==> src/rtl/pc_src_sequencer.sv <==
// PC-source sequencer: registers normal PC-source selections and runs the
// exception sequence (save EPC, fetch vector byte, load PC) with a fixed memory latency.
module pc_src_sequencer #(
  parameter int MEM_LAT = 2
) (
  input  logic       clk,
  input  logic       reset,
  input  logic       pc_req,
  input  logic [2:0] pc_sel_req,
  input  logic       bad_op,
  input  logic       ovf,
  input  logic       div_zero,
  output logic [2:0] mux_sel,
  output logic       pc_write,
  output logic       epc_write,
  output logic       mem_read,
  output logic [7:0] exc_addr,
  output logic [1:0] exc_code,
  output logic       busy,
  output logic       exc_done,
  output logic       sel_err
);

  typedef enum logic [1:0] {
    IDLE     = 2'd0,
    EPC_SAVE = 2'd1,
    MEM_WAIT = 2'd2,
    LOAD_PC  = 2'd3
  } state_t;

  localparam logic [3:0] WAIT_INIT = 4'(MEM_LAT);
  localparam logic [2:0] SEL_MEM   = 3'b101;

  state_t     state, state_nx;
  logic [3:0] cnt, cnt_nx;

  logic [2:0] mux_sel_nx;
  logic       pc_write_nx, epc_write_nx, mem_read_nx, busy_nx, exc_done_nx, sel_err_nx;
  logic [7:0] exc_addr_nx;
  logic [1:0] exc_code_nx;

  logic exc_any;
  assign exc_any = bad_op | ovf | div_zero;

  // State and wait counter register.
  // NOTE: sequential state uses non-blocking assignments so every flop samples
  // the pre-edge values; blocking here would create order-dependent simulation.
  always_ff @(posedge clk) begin
    if (reset) begin
      state <= IDLE;
      cnt   <= '0;
    end else begin
      state <= state_nx;
      cnt   <= cnt_nx;
    end
  end

  // Next-state and wait-counter logic.
  // NOTE: every combinational output gets a default before the case so no
  // path leaves it unassigned, which would infer a latch.
  always_comb begin
    state_nx = state;
    cnt_nx   = cnt;
    unique case (state)
      IDLE: begin
        if (exc_any) state_nx = EPC_SAVE;
      end
      EPC_SAVE: begin
        state_nx = MEM_WAIT;
        cnt_nx   = WAIT_INIT;
      end
      MEM_WAIT: begin
        cnt_nx = cnt - 4'd1;
        if (cnt == 4'd1) state_nx = LOAD_PC;
      end
      LOAD_PC: begin
        state_nx = IDLE;
      end
      default: state_nx = IDLE;
    endcase
  end

  // Output values for the cycle following this edge; registered below so
  // each output reflects the state being entered.
  always_comb begin
    mux_sel_nx   = mux_sel;
    exc_addr_nx  = exc_addr;
    exc_code_nx  = exc_code;
    pc_write_nx  = 1'b0;
    epc_write_nx = 1'b0;
    mem_read_nx  = 1'b0;
    busy_nx      = 1'b0;
    exc_done_nx  = 1'b0;
    sel_err_nx   = 1'b0;
    unique case (state)
      IDLE: begin
        if (exc_any) begin
          epc_write_nx = 1'b1;
          mem_read_nx  = 1'b1;
          busy_nx      = 1'b1;
          if (bad_op) begin
            exc_code_nx = 2'b01;
            exc_addr_nx = 8'd253;
          end else if (ovf) begin
            exc_code_nx = 2'b10;
            exc_addr_nx = 8'd254;
          end else begin
            exc_code_nx = 2'b11;
            exc_addr_nx = 8'd255;
          end
        end else if (pc_req) begin
          if (pc_sel_req <= SEL_MEM) begin
            mux_sel_nx  = pc_sel_req;
            pc_write_nx = 1'b1;
          end else begin
            sel_err_nx = 1'b1;
          end
        end
      end
      EPC_SAVE: begin
        mem_read_nx = 1'b1;
        busy_nx     = 1'b1;
      end
      MEM_WAIT: begin
        busy_nx = 1'b1;
        if (cnt == 4'd1) begin
          mux_sel_nx  = SEL_MEM;
          pc_write_nx = 1'b1;
          exc_done_nx = 1'b1;
        end else begin
          mem_read_nx = 1'b1;
        end
      end
      LOAD_PC: begin
        busy_nx = 1'b0;
      end
      default: busy_nx = 1'b0;
    endcase
  end

  // Output register; an aborted sequence leaves no pending pulse behind.
  always_ff @(posedge clk) begin
    if (reset) begin
      mux_sel   <= '0;
      pc_write  <= 1'b0;
      epc_write <= 1'b0;
      mem_read  <= 1'b0;
      exc_addr  <= '0;
      exc_code  <= '0;
      busy      <= 1'b0;
      exc_done  <= 1'b0;
      sel_err   <= 1'b0;
    end else begin
      mux_sel   <= mux_sel_nx;
      pc_write  <= pc_write_nx;
      epc_write <= epc_write_nx;
      mem_read  <= mem_read_nx;
      exc_addr  <= exc_addr_nx;
      exc_code  <= exc_code_nx;
      busy      <= busy_nx;
      exc_done  <= exc_done_nx;
      sel_err   <= sel_err_nx;
    end
  end

endmodule
==> config.mk <==
export PLATFORM = sky130hd
export DESIGN_NAME = pc_src_sequencer
export DESIGN_NICKNAME = d
export VERILOG_FILES = /design/src/rtl/pc_src_sequencer.sv
export SDC_FILE = /design/constraint.sdc
export NUM_CORES = 1
export LEC_CHECK = 0
export BUFFER_PORTS_ARGS = -buffer_cell sky130_fd_sc_hd__buf_2
export CORE_UTILIZATION = 51
export DETAILED_ROUTE_END_ITERATION = 8
export PLACE_DENSITY = 0.83
export SYNTH_ARGS = -nofsm -noshare
export SYNTH_HDL_FRONTEND = slang
export SYNTH_SLANG_ARGS = --single-unit
==> constraint.sdc <==
create_clock -name clk -period 4.1 [get_ports clk]
set_input_delay 0 -clock clk [delete_from_list [all_inputs] [get_ports clk]]
set_output_delay 0 -clock clk [all_outputs]
set_load 0.02 [all_outputs]
==> key figures <==
STA
  – Final setup skew: 0.0114 ns
  – Unrepaired setup endpoints after global routing: false
  – Post-layout minimum cycle time: 1.65 ns
  – Part of the cycle the worst path needs: 40.1%
  – Setup Viol. Count Final: 0
  – Slew at the pin with the worst max-slew slack: 0.407 ns
  – Final Slew Violations: 0
  – Slew HR: 72.9%
  – Final Hold Vio Count: 0
  – Peak clock frequency supported by timing: 608 MHz
  – Setup total negative slack: 0 ns

CTS
  – Clock slew seen by the registers of the worst setup and hold paths: 0.10 ns
  – H-tree levels: 1
  – Num CTS Buffers: 3
  – Post-CTS repair timing setup buffer count: 0
  – CTS root buf: sky130_fd_sc_hd__clkbuf_4
  – Number of clock sinks seen by CTS: 18
  – Post-cts repair resize count: 0
  – Maximum clock insertion buffer count: 2
  – Latest clock arrival within the worst-skew pair: 0.30 ns
  – TritonCTS clock tree: yes

Die
  – Num rows: 14
  – Die W: 44.3 µm
  – Die Area: 1960 µm²
  – Starting utilization of the core area: 57.1%
  – Top-Level Pins: 28
  – Core box area: 1590 µm²
  – DIE HEIGHT: 44.3 µm

Place
  – Global placement routability congestion: 0.764
  – Sum of net half-perimeters after detailed placement: 1240 µm
  – Cell area reported after detailed placement: 1000 µm²
  – Quantity of I/O buffers inserted on ports: 27

GRT
  – GRT Overall Usage: 18.7%
  – Maximum number of pins on one net before global-route repair: 18
  – Global route hottest layer: met2
  – Met1 demand-to-capacity share in global routing: 21.5%
  – Met2 track demand over resource in global routing: 32.1%
  – Remaining Overflow, GRT: 0
  – Wire length of the first global-routing pass: 2700 µm
  – Met3 usage: 6.53%
  – Initial antenna violation count: 0
  – Via count of the first global-routing pass: 658

Min path
  – Type of the tightest min-delay check: input port to flip-flop
  – Critical hold path startpoint: ovf

Worst setup path
  – Data arrival, critical path: 1.82 ns
  – Launching point of the worst reg2reg path: state[0]
  – Startpoint-to-endpoint class of the critical path: flip-flop to flip-flop
  – Critical-path maximum fanout: 10
  – Crit start category: flip-flop
  – Worst setup startpoint: state[0]
  – CP endpoint kind: flip-flop
  – Data required time of the critical path: 4.28 ns

Routing
  – Wire per inst: 11.6 µm
  – Vias: 768
  – Total iterations of the first detailed-routing run: 9
  – Per-cell via count in the routed design: 5.15
  – Residual DRC: 1
  – DRC violation total after the first TritonRoute iteration: 27
  – Antenna viol nets, final: 0
  – Final wirelength: 1730 µm

Layout
  – Fraction of final layout cells sized beyond drive strength 1: 31.2%
  – Antenna diode count: 0
  – Final nets: 142
  – Summed area of non-filler cells in the final layout: 1090 µm²
  – Area growth from synthesis to layout: 19.5%
  – Post-Route Utilization: 68.3%

Synthesis
  – Net count after synthesis: 117
  – Library cell with the highest instance count after synthesis: sky130_fd_sc_hd__dfxtp_1
  – Share of the synthesized area in the top cell type: 39.6%
  – Primary flip-flop cell chosen by synthesis mapping: sky130_fd_sc_hd__dfxtp_1
  – Ranking of synthesized cells by instance count: 18 x sky130_fd_sc_hd__dfxtp_1, 13 x sky130_fd_sc_hd__nor2_1, 7 x sky130_fd_sc_hd__buf_4, 7 x sky130_fd_sc_hd__ha_1
  – Top cell type by total area after synthesis: sky130_fd_sc_hd__dfxtp_1
  – Yosys cell types: 35
  – Number of cells produced by synthesis: 101
  – Number of enable flip-flop cells after synthesis: 0
  – Seq cells post-synth: 18
  – Number of warning messages in the yosys log: 0
  – Cell types with the largest area share after synthesis: sky130_fd_sc_hd__dfxtp_1 40%, sky130_fd_sc_hd__ha_1 9.6%, sky130_fd_sc_hd__buf_4 5.8%, sky130_fd_sc_hd__nor2_1 5.4%, sky130_fd_sc_hd__a21oi_1 3.3%
  – Mean instance size in the synthesized netlist: 9.02 µm²
  – Share of async-settable or async-resettable flops after synthesis: 0%
  – Post-synth design cell area: 911 µm²
  – Post-synthesis sequential area ratio: 39.6%

Run status
  – Violations in the final reports: design-rule violations
  – Outcome: finished, violations left

Power and ir drop
  – Largest vdd supply drop: 0.429 mV
  – Pwr Total: 0.760 mW
  – Power density cells: 698 nW/µm²
  – Total leakage power: 0.497 nW

Run
  – Number of maximum-capacitance constraint violations: 0
-- path summary, 6_finish.rpt --
check | end | slack (ns) | depth (start not counted)
worst max-delay path | mux_sel[2] | 2.45 | 6
worst min register to register | cnt[1] | 0.50 | 2
worst max register to register | mux_sel[2] | 2.45 | 6
worst min-delay path | epc_write | 0.02 | 3
-- where the power goes --
part	total (mW)	internal (mW)	switching (mW)
registers	0.256	0.224	0.0323
clock network	0.108	0.0542	0.0535
logic	0.396	0.147	0.249
total	0.760	0.425	0.335
-- state kept, by name, summed over array words and instances, names as in the netlist, 2 cells and up --
name	cells
cnt	4
exc_addr	3
mux_sel	3
state	2
-- cells by family (layout without fill, tap and decap cells) --
group,Yosys count,count (layout),synth area share (%)
AOI/OAI and AO/OA,21,21,17.0
adders and majority gates,7,7,9.61
buffers and inverters,19,43,11.0
DFF,18,18,39.6
muxes,2,2,2.34
and+or+nand+nor,34,34,20.5
-- layer usage --
layer	vias to the layer above	part of all wire (%)	routed length [µm]
met1	348	44	751
met3	2	6.4	110
met4	0	0.58	10
met2	29	49	851
li1	389	-	-
met5	-	0	0
-- layout by cell type (no fill, tap or decap), types with 2 or more instances in the layout --
cell,instances
sky130_fd_sc_hd__a211oi_1,4
sky130_fd_sc_hd__buf_2,27
sky130_fd_sc_hd__nor2_1,13
sky130_fd_sc_hd__nand2b_1,2
sky130_fd_sc_hd__nand2_1,4
sky130_fd_sc_hd__dlygate4sd3_1,5
sky130_fd_sc_hd__a21oi_1,6
sky130_fd_sc_hd__nor3_1,2
sky130_fd_sc_hd__inv_1,6
sky130_fd_sc_hd__ha_1,7
sky130_fd_sc_hd__dfxtp_1,18
sky130_fd_sc_hd__nor3_2,3
sky130_fd_sc_hd__o21ai_0,2
sky130_fd_sc_hd__clkbuf_4,3
sky130_fd_sc_hd__nand3_1,2
-- final cells by class --
class,count,area (µm²)
Fill cell,138,505
Multi-Input combinational cell,64,450
Sequential cell,18,360
Timing Repair Buffer,32,185
Clock buffer,4,36.3
Tap cell,24,30.0
Inverter,7,26.3
-- timing repair --
| action | 4_1_cts | 5_1_grt |
|---|---|---|
| endpoints found under the hold margin | 4 | 0 |
| hold buffers | 5 | 0 |
| setup endpoints to repair | 0 | 0 |
-- through the flow --
| step | instances | worst slack [ns] | hold WS (ns) |
|---|---|---|---|
| 5_1_grt | 149 | 2.34 | 0.0313 |
| 6_report | 149 | 2.45 | 0.0249 |
| 4_1_cts | 149 | 2.45 | 0.0218 |
| 3_5_place_dp | 140 | 2.47 | 0.263 |
| 2_1_floorplan | 101 | 2.65 | 0.0948 |
| 3_3_place_gp | 140 | 2.54 | 0.249 |
-- critical path, stage by stage, from the launching register on --
cell                      delay, ns
sky130_fd_sc_hd__dfxtp_1       0.35
sky130_fd_sc_hd__inv_1         0.12
sky130_fd_sc_hd__ha_1          0.38
sky130_fd_sc_hd__o31a_1        0.33
sky130_fd_sc_hd__a21oi_4       0.07
sky130_fd_sc_hd__a21oi_1       0.22
sky130_fd_sc_hd__nor3_2        0.06
No activity file was read; power rests on OpenSTA's default activity.
